<file path="config.mk">
export PLATFORM = sky130hd
export DESIGN_NAME = alu_seq_controller
export DESIGN_NICKNAME = d
export VERILOG_FILES = /design/src/rtl/alu_seq_controller.sv
export SDC_FILE = /design/constraint.sdc
export NUM_CORES = 1
export LEC_CHECK = 0
export ABC_AREA = 1
export BUFFER_PORTS_ARGS = -buffer_cell sky130_fd_sc_hd__buf_2
export CAP_MARGIN = 10
export CORE_MARGIN = 2
export CORE_UTILIZATION = 40
export DETAILED_ROUTE_END_ITERATION = 7
export PLACE_DENSITY = 0.67
export SYNTH_ARGS = -nofsm -noshare
export SYNTH_HDL_FRONTEND = slang
export SYNTH_SLANG_ARGS = --single-unit
</file>
<file path="constraint.sdc">
create_clock -name clk -period 2.7 [get_ports clk]
set_input_delay 0.27 -clock clk [delete_from_list [all_inputs] [get_ports clk]]
set_output_delay 0.27 -clock clk [all_outputs]
set_load 0.05 [all_outputs]
</file>
<file path="src/rtl/alu_seq_controller.sv">
// alu_seq_controller: handshaked op->aluc decoder with iterative MULTU/DIVU; ports clk rst in_valid/in_ready op a b -> out_valid aluc illegal div0 hi lo
module alu_seq_controller #(
  parameter int WIDTH  = 32,
  parameter int ALUC_W = 5
) (
  input  logic              clk,
  input  logic              rst,
  input  logic              in_valid,
  output logic              in_ready,
  input  logic [5:0]        op,
  input  logic [WIDTH-1:0]  a,
  input  logic [WIDTH-1:0]  b,
  output logic              out_valid,
  output logic [ALUC_W-1:0] aluc,
  output logic              illegal,
  output logic              div0,
  output logic [WIDTH-1:0]  hi,
  output logic [WIDTH-1:0]  lo
);
  localparam int CW = $clog2(WIDTH) + 1;
  typedef enum logic [1:0] {IDLE, MUL, DIV, DONE} state_t;
  state_t state, state_n;
  logic [CW-1:0] count;
  logic [WIDTH-1:0] opd, rh, rl, nh, nl;
  logic [WIDTH:0] s, t, d;
  logic [4:0] code;
  logic bad, acc, is_mul, is_div, busy, last;
  always_comb begin
    bad = 1'b0;
    code = 5'b00000;
    case (op)
      6'b100000: code = 5'b00010;
      6'b100001: code = 5'b00000;
      6'b100010: code = 5'b00011;
      6'b100011: code = 5'b00001;
      6'b100100: code = 5'b00100;
      6'b100101: code = 5'b00101;
      6'b100110: code = 5'b00110;
      6'b100111: code = 5'b00111;
      6'b101010: code = 5'b01011;
      6'b101011: code = 5'b01010;
      6'b000000, 6'b000100: code = 5'b01111;
      6'b000010, 6'b000110: code = 5'b01101;
      6'b000011, 6'b000111: code = 5'b01100;
      6'b001111: code = 5'b01000;
      6'b011100: code = 5'b10000;
      6'b011101: code = 5'b10001;
      6'b011001: code = 5'b11000;
      6'b011011: code = 5'b11001;
      default:   bad = 1'b1;
    endcase
  end
  // MUL keeps {rh,rl} as partial product / shifting multiplier; DIV keeps rh as
  // remainder and rl as dividend shifting out while quotient bits shift in.
  // An extra cycle after the last iteration copies rh/rl to hi/lo.
  always_comb begin
    busy = (state == MUL) || (state == DIV);
    in_ready = !busy;
    acc = in_valid && in_ready;
    is_mul = op == 6'b011001;
    is_div = op == 6'b011011;
    last = count == CW'(WIDTH);
    s = {1'b0, rh} + (rl[0] ? {1'b0, opd} : '0);
    t = {rh, rl[WIDTH-1]};
    d = t - {1'b0, opd};
    nh = (state == MUL) ? s[WIDTH:1] : (d[WIDTH] ? t[WIDTH-1:0] : d[WIDTH-1:0]);
    nl = (state == MUL) ? {s[0], rl[WIDTH-1:1]} : {rl[WIDTH-2:0], !d[WIDTH]};
    state_n = busy ? (last ? DONE : state) : !acc ? IDLE : is_mul ? MUL :
              (is_div && b != '0) ? DIV : IDLE;
  end
  always_ff @(posedge clk) begin
    if (rst) begin
      state <= IDLE;
      count <= '0;
      opd <= '0;
      rh <= '0;
      rl <= '0;
      out_valid <= 1'b0;
      aluc <= '0;
      illegal <= 1'b0;
      div0 <= 1'b0;
      hi <= '0;
      lo <= '0;
    end else begin
      state <= state_n;
      out_valid <= 1'b0;
      if (busy) begin
        if (last) begin
          out_valid <= 1'b1;
          hi <= rh;
          lo <= rl;
        end else begin
          count <= count + CW'(1);
          rh <= nh;
          rl <= nl;
        end
      end else if (acc) begin
        aluc <= ALUC_W'(code);
        illegal <= bad;
        div0 <= is_div && b == '0;
        out_valid <= state_n == IDLE;
        if (is_div && b == '0) begin
          hi <= a;
          lo <= '1;
        end
        opd <= is_mul ? a : b;
        rh <= '0;
        rl <= is_mul ? b : a;
        count <= '0;
      end
    end
  end
endmodule

</file>
==> impl_metrics.json, run 1 <==
{
  "dpl_cell_area_sq_um": 15300,
  "initialDrtViolationCount": 1393,
  "detail_route.drc_violations": 0,
  "antenna_found_initial": 1,
  "clock-sinks": 176,
  "syn_area_sq_um": 13700,
  "grt_overflow": 0,
  "start_kind": "flop",
  "drive_above_1_share_pct": 13.6,
  "design.portCount": 146,
  "clkPwrFrac_pct": 41.0,
  "global_route.usage.total_pct": 29.0,
  "hpwl_microns": 41300,
  "clock-root-buffer": "sky130_fd_sc_hd__clkbuf_16",
  "worst_ep_arrival_time_ns": 2.87,
  "power_leakage_nw": 8.25,
  "via_count_of_the_first_global_routing_pass": 14800,
  "hold_violations": 0,
  "hold_path_class": "in2reg",
  "drt_pass1_iterations": 6,
  "final-instance-count-excl-fill": 2950,
  "clock-skew-final_ns": 0.0127,
  "power.switching_fraction_pct": 31.6,
  "die_area_sq_um": 35700,
  "antenna_violating_nets_post_route": 0,
  "endpoint_kind": "flop",
  "num_cts_buffers": 17,
  "gp_congestion": 0.966,
  "grt_max_degree": 106,
  "maxSlewViolCount": 0,
  "timing.max_slew.rel_slack_pct": 41.0,
  "synth.ff_latch_count": 176,
  "power.ir.vdd_worst_uv": 476,
  "drt-total-wl_microns": 52800,
  "run_status": "finished, final reports clean",
  "yosys_warnings": 0,
  "placement.io_buffers": 145,
  "worst_slew_pin_slew_ns": 0.884,
  "final_net_count": 2630,
  "clock_path_buffers": 2,
  "r2r_cells": 14,
  "std_cell_rows": 67,
  "ys_seq_area_share_pct": 25.8,
  "initial_core_util_pct": 40.7,
  "worstPathMaxFanout": 4,
  "dieHeight_microns": 189,
  "power_report.internal_total_mw": 4.34,
  "core_region_area_sq_um": 33600,
  "switching_power_mw": 2.01,
  "clock_latency_ns": 0.46,
  "layout.cell_area.non_filler_sq_um": 16100,
  "synthesis.area_per_instance_sq_um": 5.85,
  "final.min_clock_period_ns": 2.57,
  "vias_per_cell": 5.39,
  "worstSetupPathType": "reg2reg",
  "synth_to_layout_area_growth_pct": 17.4,
  "synth_cell_types": 45,
  "setup_violations": 0,
  "timing.final.crit_share_pct": 95.1,
  "hold-path-cell-count": 3,
  "combinationalPowerShare_pct": 16.2,
  "sequential_cell_area_sq_um": 3530,
  "synth_fp_nets": 2480,
  "wire_per_inst_microns": 17.9,
  "chipWidth_microns": 189,
  "unrepaired_setup_endpoints_after_global_routing": "true",
  "first_pass_grt_wire_length_microns": 81700,
  "dp_worst_setup_slack_ns": 0.00847,
  "fillerInstances": 3584,
  "finalWorstSetupSlack_ns": 0.132,
  "r2r_setup_slack_ns": 0.13,
  "num_vias": 15900,
  "tritoncts_clock_tree": "built",
  "h-tree-depth": 4,
  "fmax_ghz": 0.389,
  "cts.hold.buffers_added": 0,
  "power-per-cell-area_nw_per_um2": 395,
  "required_ns": 3.00,
  "postSynthCellCount": 2338,
  "clk_pin_slew_ns": 0.08,
  "design_power_total_mw": 6.35,
  "relative_contribution_of_sequential_cells_to_total_power_pct": 42.8,
  "multiInputGateArea_sq_um": 8450,
  "post-place-cells": 2912,
  "max_cap_viol_count": 0
}
## what timing repair did
action,4_1_cts,5_1_grt
buffers inserted,0,4
endpoints found under the setup margin,8,32
resized for setup,0,43
pin swaps,0,11
cloned,0,1
## layer usage
metal | vias to the layer above | share of wire [%] | track usage (%)
met4 | 2 | 4.2 | 12.7
met3 | 102 | 6.0 | 3.45
met1 | 7347 | 44 | 38.7
met5 | - | 0.015 | 0
li1 | 7838 | - | -
met2 | 608 | 45 | 47.3
## worst max-delay path: stages, from the launching register on
cell,delay [ns]
sky130_fd_sc_hd__dfxtp_1,0.37
sky130_fd_sc_hd__nand2_1,0.07
sky130_fd_sc_hd__inv_1,0.06
sky130_fd_sc_hd__ha_1,0.16
sky130_fd_sc_hd__inv_1,0.06
sky130_fd_sc_hd__fa_1,0.45
sky130_fd_sc_hd__o21ai_2,0.27
sky130_fd_sc_hd__nand2_1,0.13
sky130_fd_sc_hd__nand2_2,0.12
sky130_fd_sc_hd__nand4_1,0.20
sky130_fd_sc_hd__buf_4,0.20
sky130_fd_sc_hd__nand4_1,0.07
sky130_fd_sc_hd__nand3_1,0.09
sky130_fd_sc_hd__nand3_1,0.10
sky130_fd_sc_hd__a21oi_1,0.07
## registers in the layout, summed over array words and instances, names as in the netlist
signal,cells
hi,32
lo,32
opd,32
rh,32
rl,32
count,6
aluc,5
state,2
div0,1
illegal,1
out_valid,1
## layout by cell type, fill, tap and decap left out, types with 11 or more instances in the layout
master                        n
sky130_fd_sc_hd__o221ai_1    27
sky130_fd_sc_hd__buf_2      145
sky130_fd_sc_hd__ha_1        59
sky130_fd_sc_hd__inv_1      369
sky130_fd_sc_hd__a21oi_1    207
sky130_fd_sc_hd__clkbuf_16   17
sky130_fd_sc_hd__nand3_1    150
sky130_fd_sc_hd__o21ai_0    166
sky130_fd_sc_hd__dfxtp_1    173
sky130_fd_sc_hd__nand4_1     27
sky130_fd_sc_hd__nand2_1    713
sky130_fd_sc_hd__nor2_1     125
sky130_fd_sc_hd__nand3b_1    11
sky130_fd_sc_hd__nand2_2     11
sky130_fd_sc_hd__buf_4       86
sky130_fd_sc_hd__a31oi_1     47
sky130_fd_sc_hd__nor3_1      19
## logic make-up (layout without fill, tap and decap cells)
kind of cell,after synthesis,after routing,share of synthesized area [%]
fa+ha+maj,69,69,6.42
buf+inv,488,651,13.7
compound gates,497,497,20.0
other cells,0,1,0
xor+xnor,14,14,0.896
flops,176,176,25.8
simple gates,1094,1094,33.2
## power by group through the flow
stage	Combinational, mW	Clock (mW)	Sequential, mW
CTS	0.996	2.62	2.71
finish	1.03	2.60	2.72
global route	1.14	2.72	2.72
detailed placement	0.992	0	2.77
global placement	0.984	0	2.77
floorplan	0.618	0	2.78
## stage by stage
step	hold WS (ns)	setup TNS (ns)	util [%]
after floorplan	0.425	0	-
after global placement	0.450	0	45.4
after detailed placement	0.452	0	45.4
after CTS	0.0775	-0.0737	47.2
after global routing	0.101	-0.181	47.8
final	0.0965	0	47.8
## cell usage after synthesis (all sizes together)
library cell | instances | area share, %
a31o | 1 | 0.064
and2 | 2 | 0.091
o21a | 4 | 0.22
o21ai | 174 | 6.4
nand2 | 727 | 20
dfxtp | 176 | 26
a21oi | 214 | 7.8
nor2 | 136 | 3.9
inv | 378 | 10
o311ai | 1 | 0.064
a31oi | 47 | 2.1
and3 | 1 | 0.046
o22ai | 3 | 0.14
or2 | 8 | 0.37
xor2 | 8 | 0.51
clkbuf | 86 | 2.4
o211ai | 4 | 0.22
a211oi | 7 | 0.38
nor3 | 20 | 0.77
nor4 | 9 | 0.41
buf | 21 | 0.93
xnor2 | 6 | 0.38
nor3b | 1 | 0.055
a21o | 4 | 0.22
nand4 | 27 | 1.2
o31ai | 2 | 0.11
ha | 67 | 6.1
nand3b | 11 | 0.60
clkinv | 3 | 0.082
o221ai | 27 | 1.7
fa | 2 | 0.29
o21bai | 9 | 0.49
nand3 | 152 | 5.6
## worst paths after layout
path                            startpoint     end
worst max-delay path                 rl[0]  rh[23]
worst max register to register       rl[0]  rh[23]
worst min register to register       lo[0]   lo[0]
worst min-delay path                 a[25]  hi[25]
## layout make-up
type                    count  share of cell area [%]
clock inverters            14                    1.01
inverters                 381                    8.92
well taps                 448                    3.49
clock buffers              18                    2.73
repair buffers            237                    9.23
multi-input cells        1674                    52.6
diodes                      1                  0.0156
flip-flops and latches    176                    22.0
repair inverters            1                  0.0467
No activity file was read; power rests on OpenSTA's default activity.
==> inputs of run 2 (changes only) <==
- CAP_MARGIN: 10 -> 20
- REMOVE_ABC_BUFFERS: default -> 1
==> run 2 against run 1 <==
Net effect:
- die area unchanged
- worst hold slack better by 0.0042 ns
- clock skew down 0.0037 ns
- non-clock buffer count decreased by 2
- critical endpoint is now rh[19]
- largest cell class unchanged
==> impl_metrics.json, run 2 (same netlist as run 1, synthesis figures left out) <==
{
  "layout_commonest_cell": "sky130_fd_sc_hd__nand2_1",
  "synth_to_layout_area_growth_pct": 18.2,
  "std_cell_rows": 67,
  "endpoint_kind": "flop",
  "timing.setup.tns_ns": 0,
  "placement.io_buffers": 145,
  "finalWorstSetupSlack_ns": 0.134,
  "global_route.usage.total_pct": 27.7,
  "antenna_found_initial": 3,
  "wire_per_inst_microns": 16.9,
  "maxSlewViolCount": 0,
  "h-tree-depth": 4,
  "gp_congestion": 0.992,
  "design.portCount": 146,
  "chipWidth_microns": 189,
  "detail_route.drc_violations": 0,
  "timing.final.crit_share_pct": 95.0,
  "vias_per_cell": 5.34,
  "num_cts_buffers": 17,
  "post-route-util_pct": 48.1,
  "power_leakage_nw": 8.23,
  "run_status": "finished, final reports clean",
  "power.ir.vdd_worst_uv": 443,
  "first_pass_grt_wire_length_microns": 78500,
  "initialDrtViolationCount": 1444,
  "timing.max_slew.rel_slack_pct": 38.3,
  "worst_ep_arrival_time_ns": 2.86,
  "power-per-cell-area_nw_per_um2": 385,
  "worst_slew_pin_slew_ns": 0.925,
  "initial_core_util_pct": 40.7,
  "clk_pin_slew_ns": 0.07,
  "clock-sinks": 176,
  "dieHeight_microns": 189,
  "max_cap_viol_count": 0,
  "num_vias": 15700,
  "final_net_count": 2628,
  "clock_path_buffers": 2,
  "hold_path_class": "in2reg",
  "hpwl_microns": 38500,
  "core_region_area_sq_um": 33600,
  "tritoncts_clock_tree": "built",
  "drt_pass1_iterations": 6,
  "most-common-layout-cells": "707 x sky130_fd_sc_hd__nand2_1, 368 x sky130_fd_sc_hd__inv_1, 198 x sky130_fd_sc_hd__a21oi_1",
  "setup_violations": 0,
  "grt_max_degree": 82,
  "clock-skew-final_ns": 0.00902,
  "die_area_sq_um": 35700,
  "clock_latency_ns": 0.45,
  "drt-total-wl_microns": 49800,
  "final.min_clock_period_ns": 2.57,
  "post-place-cells": 2912,
  "grt_overflow": 0,
  "fmax_ghz": 0.390,
  "dp_worst_setup_slack_ns": -0.103,
  "clock-root-buffer": "sky130_fd_sc_hd__clkbuf_16",
  "final-instance-count-excl-fill": 2948,
  "worstSetupPathType": "reg2reg",
  "antenna_violating_nets_post_route": 0,
  "worstPathMaxFanout": 15,
  "required_ns": 2.99,
  "via_count_of_the_first_global_routing_pass": 14700,
  "hold_violations": 0,
  "drive_above_1_share_pct": 14.4,
  "start_kind": "flop"
}
==> run 2: cell count changes in the layout (fill, tap and decap cells not counted), moves of 6 or more <==
| cell | change |
|---|---|
| sky130_fd_sc_hd__a21oi_1 | -9 |
| sky130_fd_sc_hd__a21oi_2 | +9 |
| sky130_fd_sc_hd__buf_4 | -9 |
| sky130_fd_sc_hd__nand2_2 | +7 |
| sky130_fd_sc_hd__buf_12 | +6 |
| sky130_fd_sc_hd__nand2_1 | -6 |
==> run 2: critical path, stage by stage, from the launching register on <==
cell                      delay, ns
sky130_fd_sc_hd__dfxtp_2       0.35
sky130_fd_sc_hd__buf_6         0.16
sky130_fd_sc_hd__buf_4         0.18
sky130_fd_sc_hd__nand2_1       0.07
sky130_fd_sc_hd__inv_1         0.04
sky130_fd_sc_hd__ha_2          0.38
sky130_fd_sc_hd__nand2_2       0.11
sky130_fd_sc_hd__nor2_2        0.16
sky130_fd_sc_hd__inv_1         0.08
sky130_fd_sc_hd__nor2_2        0.20
sky130_fd_sc_hd__nand4_1       0.21
sky130_fd_sc_hd__nand4_1       0.16
sky130_fd_sc_hd__nand3_1       0.08
sky130_fd_sc_hd__nand2_1       0.09
sky130_fd_sc_hd__inv_1         0.05
sky130_fd_sc_hd__nand2_1       0.06
sky130_fd_sc_hd__a21oi_1       0.05
==> run 2: path summary, 6_finish.rpt <==
| kind | cells after the start | to | slack, ns | startpoint |
|---|---|---|---|---|
| worst max-delay path | 16 | rh[19] | 0.13 | rl[0] |
| worst min-delay path | 3 | hi[25] | 0.10 | a[25] |
| worst max register to register | 16 | rh[19] | 0.13 | rl[0] |
| worst min register to register | 2 | lo[27] | 0.46 | lo[27] |
==> run 2: power breakdown <==
part	total, mW	switching [mW]	internal, mW
combinational	1.03	0.685	0.345
sequential	2.72	0.0549	2.67
clock	2.48	1.16	1.32
total	6.23	1.90	4.33
==> run 2: layout make-up <==
cell class / count / area (sq um)
flip-flops and latches: 176 / 3530
inverters: 381 / 1430
clock buffers: 19 / 443
repair inverters: 1 / 7.51
well taps: 448 / 561
repair buffers: 235 / 1550
multi-input cells: 1674 / 8520
diodes: 1 / 2.50
fillers: 3554 / 17400
clock inverters: 13 / 130
==> run 2: what timing repair did <==
action / 4_1_cts / 5_1_grt
gates cloned: 1 / 0
hold buffers: 0 / 0
pin swaps: 0 / 8
endpoints found under the setup margin: 21 / 31
gates resized for setup: 6 / 61
buffers inserted: 0 / 2
==> run 2: metal layers <==
layer	global-route usage, %	up-vias	part of all wire, %
li1	-	7857	-
met1	38.8	7182	46
met2	43.4	618	44
met3	4.78	68	7.7
met4	8.32	4	2.2
met5	0	-	0.054
==> run 2: per-stage QoR <==
stage               hold slack [ns]  total power [mW]  area (sq um)
finish                        0.101              6.23         16200
global route                 0.0872              6.49         16200
CTS                          0.0844              6.24         15900
detailed placement            0.450              3.77         15300
global placement              0.447              3.76         15300
floorplan                     0.339              3.36         13200
